## src/rtl/aes_stream_pkg.sv

```systemverilog
// aes_stream_pkg
// Shared widths, data types and serializer state encoding for the AES
// block/word stream blocks.
//   WORD_W        : width of one output word (32)
//   BLOCK_W       : width of one AES block (128)
//   WORDS_PER_BLK : words per block (4)
//   word_t/block_t: data types for words and blocks
//   ser_state_e   : serializer FSM states {IDLE, SHIFT}
package aes_stream_pkg;
  localparam int WORD_W        = 32;
  localparam int BLOCK_W       = 128;
  localparam int WORDS_PER_BLK = 4;

  typedef logic [WORD_W-1:0]  word_t;
  typedef logic [BLOCK_W-1:0] block_t;

  typedef enum logic {
    IDLE  = 1'b0,
    SHIFT = 1'b1
  } ser_state_e;
endpackage

```

## src/rtl/aes_block_buffer.sv

```systemverilog
// aes_block_buffer
// Single-entry 128-bit holding register with a full flag. Holds a block that
// arrived while the serializer was still shifting out the previous one.
// Ports:
//   clk, reset_n : clock, asynchronous active-low reset
//   i_load       : capture i_data and set full (only issued while empty)
//   i_data       : block to capture
//   i_unload     : release the held block (only issued while full)
//   o_data       : held block
//   o_full       : entry occupied
module aes_block_buffer
  import aes_stream_pkg::*;
(
  input  logic   clk,
  input  logic   reset_n,
  input  logic   i_load,
  input  block_t i_data,
  input  logic   i_unload,
  output block_t o_data,
  output logic   o_full
);

  block_t r_data;
  logic   r_full;

  always_ff @(posedge clk or negedge reset_n) begin
    if (!reset_n) begin
      r_data <= '0;
      r_full <= 1'b0;
    end else begin
      if (i_unload) begin
        r_full <= 1'b0;
      end
      // Load wins over unload; the parent never issues both together.
      if (i_load) begin
        r_data <= i_data;
        r_full <= 1'b1;
      end
    end
  end

  assign o_data = r_data;
  assign o_full = r_full;

endmodule

```

## src/rtl/aes_block_serializer.sv

```systemverilog
// aes_block_serializer
// Accepts 128-bit AES blocks and emits each as four 32-bit words, most
// significant word first. A one-entry pending buffer lets back-to-back
// blocks stream with no bubble between them.
// Optional feature macro: AES_SER_BLKCNT_EN adds the blk_count port, a
// wrapping count of completed blocks.
// Ports:
//   clk, reset_n  : clock, asynchronous active-low reset
//   blk_in        : block data, word 0 = blk_in[127:96]
//   blk_valid     : blk_in valid
//   blk_ready     : block accepted when blk_valid && blk_ready
//   word_out      : current word (0 when idle)
//   word_valid    : word_out valid
//   word_ready    : sink accepts when word_valid && word_ready
//   word_idx      : index of word_out within its block
//   word_last     : high with the last word of a block
//   busy          : shifting or pending buffer occupied
//   blk_count     : completed blocks (AES_SER_BLKCNT_EN only)
//   dbg_state     : current FSM state, for observation
// Handshake: a transfer happens on a rising edge where valid && ready; a
// producer holds valid and data until that edge, and ready depends only on
// registered state (never combinationally on the other side's valid/ready).
module aes_block_serializer
  import aes_stream_pkg::*;
#(
  parameter int CNT_W = 16
) (
  input  logic             clk,
  input  logic             reset_n,
  input  block_t           blk_in,
  input  logic             blk_valid,
  output logic             blk_ready,
  output word_t            word_out,
  output logic             word_valid,
  input  logic             word_ready,
  output logic [1:0]       word_idx,
  output logic             word_last,
  output logic             busy,
`ifdef AES_SER_BLKCNT_EN
  output logic [CNT_W-1:0] blk_count,
`endif
  output ser_state_e       dbg_state
);

  ser_state_e r_state, w_state_nxt;
  block_t     r_sreg, w_sreg_nxt;
  logic [1:0] r_cnt, w_cnt_nxt;

  logic   w_pend_full;
  block_t w_pend_data;
  logic   w_acc;
  logic   w_wx;
  logic   w_lx;
  logic   w_direct;
  logic   w_pend_load;
  logic   w_pend_unload;

  assign blk_ready  = !w_pend_full;
  assign word_valid = (r_state == SHIFT);
  assign word_out   = r_sreg[BLOCK_W-1 -: WORD_W];
  assign word_idx   = r_cnt;
  assign word_last  = (r_state == SHIFT) && (r_cnt == 2'd3);
  assign busy       = (r_state == SHIFT) || w_pend_full;
  assign dbg_state  = r_state;

  assign w_acc = blk_valid && blk_ready;
  assign w_wx  = word_valid && word_ready;
  assign w_lx  = w_wx && (r_cnt == 2'd3);

  // An accepted block goes straight into the shift register when nothing is
  // being shifted or the current block finishes this cycle; otherwise it
  // waits in the pending buffer. Pending is empty whenever w_acc is high.
  assign w_direct      = (r_state == IDLE) || w_lx;
  assign w_pend_load   = w_acc && !w_direct;
  assign w_pend_unload = w_lx && w_pend_full;

  aes_block_buffer u_pend (
    .clk      (clk),
    .reset_n  (reset_n),
    .i_load   (w_pend_load),
    .i_data   (blk_in),
    .i_unload (w_pend_unload),
    .o_data   (w_pend_data),
    .o_full   (w_pend_full)
  );

  always_ff @(posedge clk or negedge reset_n) begin
    if (!reset_n) begin
      r_state <= IDLE;
      r_sreg  <= '0;
      r_cnt   <= 2'd0;
    end else begin
      r_state <= w_state_nxt;
      r_sreg  <= w_sreg_nxt;
      r_cnt   <= w_cnt_nxt;
    end
  end

  always_comb begin
    w_state_nxt = r_state;
    w_sreg_nxt  = r_sreg;
    w_cnt_nxt   = r_cnt;
    case (r_state)
      IDLE: begin
        if (w_acc) begin
          w_sreg_nxt  = blk_in;
          w_cnt_nxt   = 2'd0;
          w_state_nxt = SHIFT;
        end
      end
      SHIFT: begin
        if (w_lx) begin
          w_cnt_nxt = 2'd0;
          if (w_pend_full) begin
            w_sreg_nxt = w_pend_data;
          end else if (w_acc) begin
            w_sreg_nxt = blk_in;
          end else begin
            // Clearing sreg keeps word_out at zero while idle.
            w_sreg_nxt  = '0;
            w_state_nxt = IDLE;
          end
        end else if (w_wx) begin
          w_sreg_nxt = {r_sreg[BLOCK_W-WORD_W-1:0], {WORD_W{1'b0}}};
          w_cnt_nxt  = r_cnt + 2'd1;
        end
      end
      default: begin
        w_state_nxt = IDLE;
      end
    endcase
  end

`ifdef AES_SER_BLKCNT_EN
  logic [CNT_W-1:0] r_blk_count;

  always_ff @(posedge clk or negedge reset_n) begin
    if (!reset_n) begin
      r_blk_count <= '0;
    end else if (w_lx) begin
      r_blk_count <= r_blk_count + 1'b1;
    end
  end

  assign blk_count = r_blk_count;
`endif

endmodule

```

## config.mk

```make
export PLATFORM = sky130hd
export DESIGN_NAME = aes_block_serializer
export DESIGN_NICKNAME = d
export VERILOG_FILES = /design/src/rtl/aes_stream_pkg.sv /design/src/rtl/aes_block_buffer.sv /design/src/rtl/aes_block_serializer.sv
export SDC_FILE = /design/constraint.sdc
export NUM_CORES = 1
export LEC_CHECK = 0
export CAP_MARGIN = 30
export CORE_UTILIZATION = 55
export DETAILED_ROUTE_END_ITERATION = 6
export PLACE_DENSITY = 0.82
export SYNTH_ARGS = -nofsm -noshare
export SYNTH_HDL_FRONTEND = slang
export SYNTH_SLANG_ARGS = --single-unit
```

## constraint.sdc

```tcl
create_clock -name clk -period 5.1 [get_ports clk]
set_input_delay 1.53 -clock clk [delete_from_list [all_inputs] [get_ports clk]]
set_output_delay 1.53 -clock clk [all_outputs]
set_load 0.03 [all_outputs]
```

==> flow_metrics.tcl <==
set metrics [dict create \
    clock_path_buffers 3 \
    fin_crit_sh_pct 74.0 \
    final_common_cell "dfrtp_1" \
    wl_met3_um 2690 \
    finalClockSkew_ns 0.0106 \
    holdCritStartpoint "u_pend.o_data[86]" \
    chipHeight_um 160 \
    synth-seq-cells 260 \
    startpoint "u_pend.o_full" \
    worstSetupEndpointType "output port" \
    cts_htree_levels 1 \
    rrSetupSlack_ns 2.01 \
    worstPathMaxFanout 49 \
    grt_pass1_wl_um 60300 \
    worstPathRequired_ns 3.57 \
    drt-met1-wl_um 15900 \
    die-area_um2 25600 \
    period_needed_ns 3.77 \
    clock_sinks 260 \
    drt_iter0_drc 1162 \
    clkLatencyLatePin_ns 0.54 \
    syn_avg_cell_area_um2 9.98 \
    place_congestion 0.871 \
    nNetsFinal 1567 \
    synth_warnings 0 \
    yosysSeqAreaShare_pct 47.4 \
    wl_um 37400 \
    clockRootBuffer "clkbuf_16" \
    async_reset_ff_share_pct 100 \
    fin_util_pct 66.9 \
    outcome "finished clean" \
    worstMarginPinSlew_ns 1.01 \
    synthFlopType "dfrtp_1" \
    syn_to_final_growth_pct 18.9 \
    cp_slowest_stage_delay_ns 0.73 \
    setup_tns_ns 0 \
    ctsResizeCount 0 \
    hold_class "register to register" \
    mostFrequentLayoutCells "259 x dfrtp_1, 196 x nand2_1, 168 x clkdlybuf4s50_1" \
    routedWlPerCell_um 21.0 \
    relSlewSlack_pct 33.0 \
    syn-instance-count 1375 \
    worstSetupPathType "register to output port" \
    crit_arrival_ns 2.24 \
    r2r-end "r_sreg[46]" \
    p_leak_nw 6.49 \
    place_area_um2 15300 \
    die_w_um 160 \
    reg2reg_from "u_pend.o_full" \
    hold_violations 0 \
    rsz0062_at_grt "false" \
    synth.distinct_cells 27 \
    post-cts-setup-buffer-count 0 \
    ant_nets 0 \
    cpMaxStageDelayCell "clkdlybuf4s50_1" \
    gr-total-overflow 0 \
    synth.cell_area_um2 13700 \
    num-fill-cells 1894 \
    path_cells "inv_1, clkdlybuf4s50_1" \
    io_pins 171 \
    p_per_area_nw_per_um2 629 \
    io_buffers 170 \
    antenna_found_initial 2 \
    dp_hpwl_um 22800 \
    slew_violations 0 \
    synth_nets 1508 \
    synth_enable_flop_cells 0 \
    start_util_pct 56.3 \
    final_cell_area_um2 16300 \
    cap_viol_max_count 0 \
    grt_max_degree 131 \
    cts_hold_buffers 0 \
    max_freq_mhz 265 \
    dr.pass1.iters 5 \
    critical_path.top_delay_family "buffers and inverters" \
    cts_tree "yes" \
    rows 57 \
    clk_pin_slew_ns 0.06 \
    top_layer "met5" \
    crit_path_end "blk_ready" \
    grt_usage_pct 29.4 \
    vias_per_cell 6.33 \
    rr_worst_depth 5 \
    remaining_drc_errors 0 \
    cts_buffers 29 \
    crit_cells 2 \
    start_kind "register" \
    wl_met2_um 17200 \
    crit_buf_inv 2 \
    core-area_um2 24400 \
    timing.hold.ws_ns 0.491 \
    drive_above_1_share_pct 14.0 \
    grt_pass1_vias 11000 \
    peakVddDrop_uv 400 \
    setup_viol 0 \
    vias 11300 \
]
==> cell families after synthesis <==
logic type	after synthesis	synth area share, %
compound gates	388	19.2
fa+ha+maj	1	0.0912
buf+inv	167	6.17
flops	260	47.4
mux	128	10.5
simple gates	431	16.7
==> per-layer routing <==
layer	vias to the layer above	GRT usage, %
li1	5028	-
met1	5684	41.2
met2	468	45.2
met3	83	4.62
met4	2	13.0
met5	-	0
==> worst min path at each step <==
stage	endpoint	slack [ns]	cells past startpoint
final	u_pend.o_data[86]	0.49	1
after global placement	u_pend.o_data[87]	0.47	1
after floorplan	u_pend.o_data[80]	0.46	1
after CTS	u_pend.o_data[86]	0.49	1
after global routing	u_pend.o_data[86]	0.51	1
after detailed placement	u_pend.o_data[86]	0.48	1
==> layout make-up <==
cell class | count | area, um2 | area share [%]
Inverter | 2 | 7.51 | 0.0460
Clock buffer | 41 | 831 | 5.09
Clock inverter | 12 | 191 | 1.17
Tap cell | 324 | 405 | 2.49
Sequential cell | 260 | 6510 | 39.9
Antenna cell | 1 | 2.50 | 0.0153
Multi-Input combinational cell | 948 | 6420 | 39.3
Timing Repair Buffer | 193 | 1950 | 11.9
==> through the flow <==
| stage | power, mW | std cells | setup slack (ns) |
|---|---|---|---|
| floorplan | 6.79 | 1375 | 2.25 |
| detailed placement | 7.99 | 1726 | 1.22 |
| finish | 10.3 | 1781 | 1.33 |
| CTS | 10.2 | 1779 | 1.34 |
| global placement | 7.80 | 1726 | 1.28 |
| global route | 10.8 | 1780 | 1.30 |
==> registers in the layout, summed over array words and instances (netlist names) <==
| signal | cells |
|---|---|
| r_sreg | 128 |
| u_pend.o_full | 1 |
| u_pend.o_data | 128 |
| dbg_state | 1 |
| word_idx | 2 |
==> Yosys cell counts, types with 6 or more instances <==
cell type	count	area, um2
dfrtp_1	260	6510
nand2_1	197	739
nand3b_1	128	961
mux2_2	122	1370
o21ai_0	99	495
a21o_1	96	721
clkbuf_1	83	312
a31oi_1	64	400
nor3_1	64	320
buf_4	40	300
and2_1	34	213
a21oi_1	32	160
a2bb2oi_1	32	280
o21a_1	32	240
o32a_1	32	320
buf_2	20	100
buf_1	16	60.1
buf_6	6	67.6
mux2_1	6	67.6
==> where the power goes <==
| part | switching, mW | internal, mW | total [mW] |
|---|---|---|---|
| Clock | 0.843 | 1.38 | 2.23 |
| Sequential | 0.717 | 3.12 | 3.83 |
| Combinational | 2.21 | 1.99 | 4.20 |
| Total | 3.77 | 6.49 | 10.3 |
Power figures use the tool's default switching activity.
==> edit: new RTL, config.mk and constraints unchanged <==
Add a define of `AES_SER_BLKCNT_EN`.
--- a/src/rtl/aes_block_serializer.sv
+++ b/src/rtl/aes_block_serializer.sv
@@ -21,4 +21,6 @@
 // producer holds valid and data until that edge, and ready depends only on
 // registered state (never combinationally on the other side's valid/ready).
+`define AES_SER_BLKCNT_EN
+
 module aes_block_serializer
   import aes_stream_pkg::*;
Function (old outputs only; new: blk_count): no difference found for any inputs over 4 cycles, from zero or initial values and one cycle with reset_n low; that may be too few to reach the edited logic, so the function may still have changed.
==> edit against the unedited design <==
  * Global-route usage fell by 0.67 points
  * Highest routed layer is now met4
  * Total power fell by 1.8%
  * Die area fell by 4.7%
  * Sequential cell count rose by 16
  * Final area fell by 3.2%
  * Routed wire length fell by 7.5%
  * Register-to-register slack got worse by 0.18 ns
  * Largest cell class unchanged
  * Setup slack improved by 0.034 ns
  * Critical path type unchanged
  * Synthesized area fell by 4.8%
  * Via count fell by 9.3%
==> edit: results (changes against the unedited design) <==
[sta]
post-route-period-util_pct = 73.3  ; was 74.0%
skew_ns = 0.0201  ; was 0.0106 ns
slew-limit-headroom_pct = 32.7  ; was 33.0%
whs_ns = 0.473  ; was 0.491 ns

[synthesis]
ys_top_cells_by_count = dfrtp_1 (276), nand2_1 (154), mux2_2 (118)  ; was dfrtp_1 (260), nand2_1 (197), nand3b_1 (128)
ys_types = 37  ; was 27

[place]
numPlacedInstances = 1591  ; was 1,726
dp_hpwl_um = 21800  ; was 22,800 um
gp_congestion = 0.810  ; was 0.871

[routing]
drtIter0Drc = 859  ; was 1,162
finalWirelength_um = 34600  ; was 37,400 um
wl_met3_um = 2240  ; was 2690 um
avgViaCountPerCell = 6.21  ; was 6.33
drt_first_pass_iters = 6  ; was 5

[global_route]
grt.met2_usage_pct = 43.7  ; was 45.2%
grt_pass1_wl_um = 54700  ; was 60,300 um

[pwr]
clock_net_power_uw = 2110  ; was 2230 uW
leakage_uw = 0.00650  ; was 0.00649 uW
p_switching_uw = 3690  ; was 3770 uW

[final_layout]
syn_to_final_growth_pct = 20.9  ; was 18.9%
nClkBuffers = 43  ; was 41
buffers = 205  ; was 193

[setup_path]
worstPathArrival_ns = 2.21  ; was 2.24 ns
reg2reg_slack_ns = 1.83  ; was 2.01 ns

[outcome]
status = finished, final reports clean  ; unchanged

[clock_tree]
numCtsBuffers = 28  ; was 29

-- edit: cell count changes in the layout (fill, tap and decap cells not counted), moves of 31 or more --
| cell | unedited run | this run |
|---|---|---|
| nand3b_1 | 128 | 0 |
| a21o_1 | 96 | 1 |
| a22oi_1 | 0 | 82 |
| a22o_1 | 0 | 71 |
| nor2_1 | 0 | 67 |
| nor3_1 | 64 | 0 |
| nand2_1 | 196 | 153 |
| a2bb2oi_1 | 32 | 0 |
| mux2i_1 | 0 | 32 |
| o21a_1 | 32 | 0 |
| o22ai_1 | 0 | 32 |
| o32a_1 | 32 | 0 |
| a21oi_1 | 32 | 1 |
-- edit: cells by family after synthesis --
kind of cell	synth area share (%)
fa+ha+maj	0.191
simple gates	8.15
mux	13.6
flops	52.9
xor+xnor	1.01
buf+inv	5.92
compound gates	18.3
-- edit: worst max-delay path, stage by stage, from the launching register on --
cell and delay, ns:
dfrtp_4 0.66, or2_2 0.39, clkdlybuf4s50_1 0.60
